**config.mk**
```make
export PLATFORM = sky130hd
export DESIGN_NAME = btn_conditioner
export DESIGN_NICKNAME = d
export VERILOG_FILES = /design/src/rtl/calc_pkg.sv /design/src/rtl/btn_debounce_ch.sv /design/src/rtl/btn_conditioner.sv
export SDC_FILE = /design/constraint.sdc
export NUM_CORES = 1
export LEC_CHECK = 0
export CAP_MARGIN = 20
export CORE_MARGIN = 2
export CORE_UTILIZATION = 45
export CTS_CLUSTER_DIAMETER = 120
export DETAILED_ROUTE_END_ITERATION = 8
export HOLD_SLACK_MARGIN = 0.12
export MAX_ROUTING_LAYER = met4
export PLACE_DENSITY_LB_ADDON = 0.1
export SYNTH_ARGS = -nofsm -noshare
export SYNTH_HDL_FRONTEND = slang
export SYNTH_SLANG_ARGS = --single-unit
export TNS_END_PERCENT = 50
```
**constraint.sdc**
```tcl
create_clock -name clk -period 1.6 [get_ports clk]
set_clock_uncertainty 0.05 [all_clocks]
set_input_delay 0.32 -clock clk [delete_from_list [all_inputs] [get_ports clk]]
set_output_delay 0.32 -clock clk [all_outputs]
set_load 0.05 [all_outputs]
```
**src/rtl/calc_pkg.sv**
```systemverilog
// Shared calculator definitions: button channel state and default button count.
package calc_pkg;

    localparam int unsigned CALC_N_BTN = 3;

    typedef enum logic [1:0] {
        ST_IDLE,
        ST_HELD,
        ST_REPEAT
    } btn_state_t;

endpackage

```
**src/rtl/btn_debounce_ch.sv**
```systemverilog
// One button channel: 2-flop sync, debounce, press/release pulses.
// Auto-repeat is compiled in only when BTN_CONDITIONER_AUTOREPEAT_EN is defined.
module btn_debounce_ch
    import calc_pkg::*;
#(
    parameter int unsigned DEBOUNCE_CYCLES = 4,
    parameter int unsigned HOLD_CYCLES     = 16,
    parameter int unsigned REPEAT_CYCLES   = 8
) (
    input  logic clk,
    input  logic rst,
    input  logic btn_raw,
    output logic btn_level,
    output logic btn_press,
    output logic btn_release
);

    localparam int unsigned    CW       = $clog2(DEBOUNCE_CYCLES) + 1;
    localparam logic [CW-1:0]  CNT_LAST = CW'(DEBOUNCE_CYCLES - 1);

    if (DEBOUNCE_CYCLES < 1 || HOLD_CYCLES < 1 || REPEAT_CYCLES < 1) begin : g_bad_cfg
        $error("btn_debounce_ch: cycle parameters must be >= 1");
    end

    logic          s1, s2;
    logic [CW-1:0] cnt;
    logic          accept, rise, fall, repeat_fire;
    logic          press_nxt, release_nxt;
    btn_state_t    state, state_nxt;

    assign accept = (s2 != btn_level) && (cnt == CNT_LAST);
    assign rise   = accept & s2;
    assign fall   = accept & ~s2;

    always_ff @(posedge clk) begin
        if (rst) begin
            s1          <= 1'b0;
            s2          <= 1'b0;
            cnt         <= '0;
            btn_level   <= 1'b0;
            btn_press   <= 1'b0;
            btn_release <= 1'b0;
        end else begin
            s1 <= btn_raw;
            s2 <= s1;
            if (s2 == btn_level) begin
                cnt <= '0;
            end else if (accept) begin
                btn_level <= s2;
                cnt       <= '0;
            end else begin
                cnt <= cnt + CW'(1);
            end
            btn_press   <= press_nxt;
            btn_release <= release_nxt;
        end
    end

`ifdef BTN_CONDITIONER_AUTOREPEAT_EN
    localparam int unsigned HW = $clog2(HOLD_CYCLES) + 1;
    localparam int unsigned RW = $clog2(REPEAT_CYCLES) + 1;

    logic [HW-1:0] hold_cnt;
    logic [RW-1:0] rep_cnt;
    logic          hold_done, rep_done;

    assign hold_done = (hold_cnt == HW'(HOLD_CYCLES - 1));
    assign rep_done  = (rep_cnt == RW'(REPEAT_CYCLES - 1));

    // Counters idle at zero outside their state, so entry always starts a fresh interval.
    always_ff @(posedge clk) begin
        if (rst) begin
            hold_cnt <= '0;
            rep_cnt  <= '0;
        end else begin
            case (state)
                ST_HELD: begin
                    hold_cnt <= hold_done ? '0 : hold_cnt + HW'(1);
                    rep_cnt  <= '0;
                end
                ST_REPEAT: begin
                    hold_cnt <= '0;
                    rep_cnt  <= rep_done ? '0 : rep_cnt + RW'(1);
                end
                default: begin
                    hold_cnt <= '0;
                    rep_cnt  <= '0;
                end
            endcase
        end
    end

    assign repeat_fire = !fall && (((state == ST_HELD) && hold_done) ||
                                   ((state == ST_REPEAT) && rep_done));
`else
    assign repeat_fire = 1'b0;
`endif

    always_ff @(posedge clk) begin
        if (rst) state <= ST_IDLE;
        else     state <= state_nxt;
    end

    always_comb begin
        state_nxt = state;
        case (state)
            ST_IDLE:   if (rise) state_nxt = ST_HELD;
            ST_HELD: begin
                if (fall) state_nxt = ST_IDLE;
`ifdef BTN_CONDITIONER_AUTOREPEAT_EN
                else if (hold_done) state_nxt = ST_REPEAT;
`endif
            end
            ST_REPEAT: if (fall) state_nxt = ST_IDLE;
            default:   state_nxt = ST_IDLE;
        endcase
    end

    always_comb begin
        press_nxt   = rise | repeat_fire;
        release_nxt = fall;
    end

endmodule

```
**src/rtl/btn_conditioner.sv**
```systemverilog
// Button input conditioning: N_BTN independent debounce channels.
// Define BTN_CONDITIONER_AUTOREPEAT_EN to enable auto-repeat presses.
module btn_conditioner
    import calc_pkg::*;
#(
    parameter int unsigned N_BTN           = CALC_N_BTN,
    parameter int unsigned DEBOUNCE_CYCLES = 4,
    parameter int unsigned HOLD_CYCLES     = 16,
    parameter int unsigned REPEAT_CYCLES   = 8
) (
    input  logic             clk,
    input  logic             rst,
    input  logic [N_BTN-1:0] btn_raw,
    output logic [N_BTN-1:0] btn_level,
    output logic [N_BTN-1:0] btn_press,
    output logic [N_BTN-1:0] btn_release
);

    for (genvar i = 0; i < N_BTN; i++) begin : g_ch
        btn_debounce_ch #(
            .DEBOUNCE_CYCLES(DEBOUNCE_CYCLES),
            .HOLD_CYCLES    (HOLD_CYCLES),
            .REPEAT_CYCLES  (REPEAT_CYCLES)
        ) u_ch (
            .clk        (clk),
            .rst        (rst),
            .btn_raw    (btn_raw[i]),
            .btn_level  (btn_level[i]),
            .btn_press  (btn_press[i]),
            .btn_release(btn_release[i])
        );
    end

endmodule

```
==> flow_metrics.env <==
export IMPL_ctsResizeCount=0
export IMPL_yosys_register_bits=24
export IMPL_syn_nets=85
export IMPL_crit_fanout=5
export IMPL_gp_congestion=0.639
export IMPL_grt_overflow=0
export IMPL_drv_cap=0
export IMPL_top_level_ports=14
export IMPL_dpl_instance_area_sq_um=1030
export IMPL_die_x_microns=49.1
export IMPL_ctsHoldBuffers=0
export IMPL_cpLargestDelayFamily="flip-flops"
export IMPL_cts_tree="built"
export IMPL_wl_met2_microns=483
export IMPL_reg2reg_depth=3
export IMPL_critPathSlowestCell="dfxtp_1"
export IMPL_worstPathArrival_ps=950
export IMPL_synth_distinct_cells=13
export IMPL_layout_commonest_cell="dfxtp_1"
export IMPL_cpPeakStageDelay_ps=470
export IMPL_power_density_nw_per_um2=856
export IMPL_antenna_found_initial=0
export IMPL_min_from="g_ch[1].u_ch.cnt[0]"
export IMPL_cp_start_kind="register"
export IMPL_grt_max_degree=14
export IMPL_slew_violations=0
export IMPL_cts_htree_levels=1
export IMPL_drc_errors=0
export IMPL_diodes=0
export IMPL_outcome="finished, final reports clean"
export IMPL_leakagePower_nw=0.408
export IMPL_drive_gt1_frac=0.284
export IMPL_track_usage=0.113
export IMPL_viasPerCell=4.78
export IMPL_min_path_cells=1
export IMPL_die_y_microns=49.1
export IMPL_cts_sinks=24
export IMPL_period_minus_slack_ps=1320
export IMPL_core_sq_um=1940
export IMPL_grt_pass1_vias=450
export IMPL_wl_met1_microns=565
export IMPL_grt_pass1_wl_mm=1.96
export IMPL_rsz0062_at_grt="false"
export IMPL_worstPathRequired_ps=1230
export IMPL_post_route_period_util=0.824
export IMPL_ff2ff_setup_slack_ps=390
export IMPL_vias=516
export IMPL_firstDrtPassIters=3
export IMPL_ir_worst_vdd_uv=509
export IMPL_dp_hpwl_microns=824
export IMPL_root_buffer="clkbuf_4"
export IMPL_path_cells="buf_12"
export IMPL_rows=16
export IMPL_end_kind="primary output"
export IMPL_ys_seq_area_frac=0.526
export IMPL_path_class="register to primary output"
export IMPL_numCtsBuffers=3
export IMPL_design_die_area_sq_um=2410
export IMPL_timing_rr_start="g_ch[2].u_ch.cnt[0]"
export IMPL_fmax_mhz=759
export IMPL_hold_end="g_ch[1].u_ch.cnt[0]"
export IMPL_final_nets=94
export IMPL_clkSlewWorstSetupHoldPaths_ps=120
export IMPL_initial_utilization=0.470
export IMPL_netlist_area_sq_um=913
export IMPL_clockBufferDepth=2
export IMPL_worst_slew_pin_slew_ps=318
export IMPL_r2r_end="g_ch[2].u_ch.cnt[0]"
export IMPL_setup_tns_ps=0
export IMPL_wl_met3_microns=48
export IMPL_hold_class="register to register"
export IMPL_drt_iter0_markers=2
export IMPL_setup_viol=0
export IMPL_area_growth_pct=14.9
export IMPL_syn_inst=74
export IMPL_io_buffers=13
export IMPL_ant_nets=0
export IMPL_wl_per_cell_microns=10.4
export IMPL_ys_warn_count=0
export IMPL_top_layer="met4"
export IMPL_wl_mm=1.13
export IMPL_clk_latency_ps=300
export IMPL_postLayoutCellArea_sq_um=1050
export IMPL_relSlewSlack=0.787
export IMPL_final_hold_viol_count=0
export IMPL_avgSynthCellArea_sq_um=12.3
export IMPL_cts_setup_buffers=0
export IMPL_cp_buffers_inverters=1
export IMPL_layout_cells_most_common_list="dfxtp_1 (24), buf_4 (8), nor4_1 (6), and4bb_2 (6), ha_1 (6)"
## cell usage after synthesis
cell / count / share of area
and4bb_2: 6 / 0.082
inv_1: 3 / 0.012
buf_4: 10 / 0.082
buf_2: 1 / 0.0055
ha_1: 6 / 0.082
nor2_1: 3 / 0.012
and2b_1: 3 / 0.025
dfxtp_1: 24 / 0.53
nor4_1: 6 / 0.041
nor4b_2: 3 / 0.049
xnor2_1: 3 / 0.029
mux2i_1: 3 / 0.033
nor2b_1: 3 / 0.021
## sequential cells by signal, summed over array words and instances, names as in the netlist
| name | count |
|---|---|
| g_ch.u_ch.cnt | 9 |
| g_ch.u_ch.s2 | 3 |
| g_ch.u_ch.s1 | 3 |
| g_ch.u_ch.btn_press | 3 |
| g_ch.u_ch.btn_level | 3 |
| g_ch.u_ch.btn_release | 3 |
## metrics by stage
| step | std cells | hold WS (ps) | setup slack (ps) | util | total power (W) |
|---|---|---|---|---|---|
| finish | 108 | 386 | 282 | 0.541 | 0.000899 |
| global route | 108 | 407 | 234 | 0.541 | 0.000940 |
| CTS | 108 | 394 | 263 | 0.541 | 0.000918 |
| detailed placement | 105 | 374 | 179 | 0.529 | 0.000663 |
| global placement | 105 | 364 | 191 | 0.529 | 0.000662 |
| floorplan | 74 | 355 | 494 | - | 0.000646 |
## worst max path at each step
stage,slack (ps),startpoint,endpoint,cells after the start
floorplan,490,g_ch[2].u_ch.cnt[0],g_ch[2].u_ch.btn_release,3
detailed placement,180,rst,g_ch[0].u_ch.btn_press,3
CTS,260,g_ch[2].u_ch.btn_level,btn_level[2],1
global route,230,g_ch[2].u_ch.btn_level,btn_level[2],1
finish,280,g_ch[2].u_ch.btn_level,btn_level[2],1
global placement,190,rst,g_ch[0].u_ch.btn_press,3
## power by group
group | internal, W | switching (W) | total (W) | leakage [nW]
Sequential | 0.000607 | 0.00000495 | 0.000612 | 0.195
Combinational | 0.0000222 | 0.0000146 | 0.0000368 | 0.200
Clock | 0.0000879 | 0.000162 | 0.000250 | 0.0138
Total | 0.000717 | 0.000182 | 0.000899 | 0.408
## area by class of cell
| cell class | instances | area [sq um] |
|---|---|---|
| Multi-Input combinational cell | 36 | 342 |
| Clock buffer | 3 | 22.5 |
| Fill cell | 179 | 892 |
| Sequential cell | 24 | 480 |
| Timing Repair Buffer | 15 | 160 |
| Tap cell | 27 | 33.8 |
| Inverter | 3 | 11.3 |
## routing by layer
layer / global-route usage / up-vias
met1: 0.141 / 236
met3: 0.0368 / 4
met4: 0.0857 / 0
met2: 0.148 / 10
met5: - / -
li1: - / 266
## cells by family (layout without fill, tap and decap cells)
kind of cell	count (synthesis)	in the layout	share of synthesized area
XOR/XNOR	3	3	0.0288
adder cells (fa/ha/maj)	6	6	0.0822
buffers and inverters	14	21	0.100
flip-flops	24	24	0.526
multiplexers	3	3	0.0329
AND/OR/NAND/NOR	24	24	0.230
(Power assumes the default switching activity.)
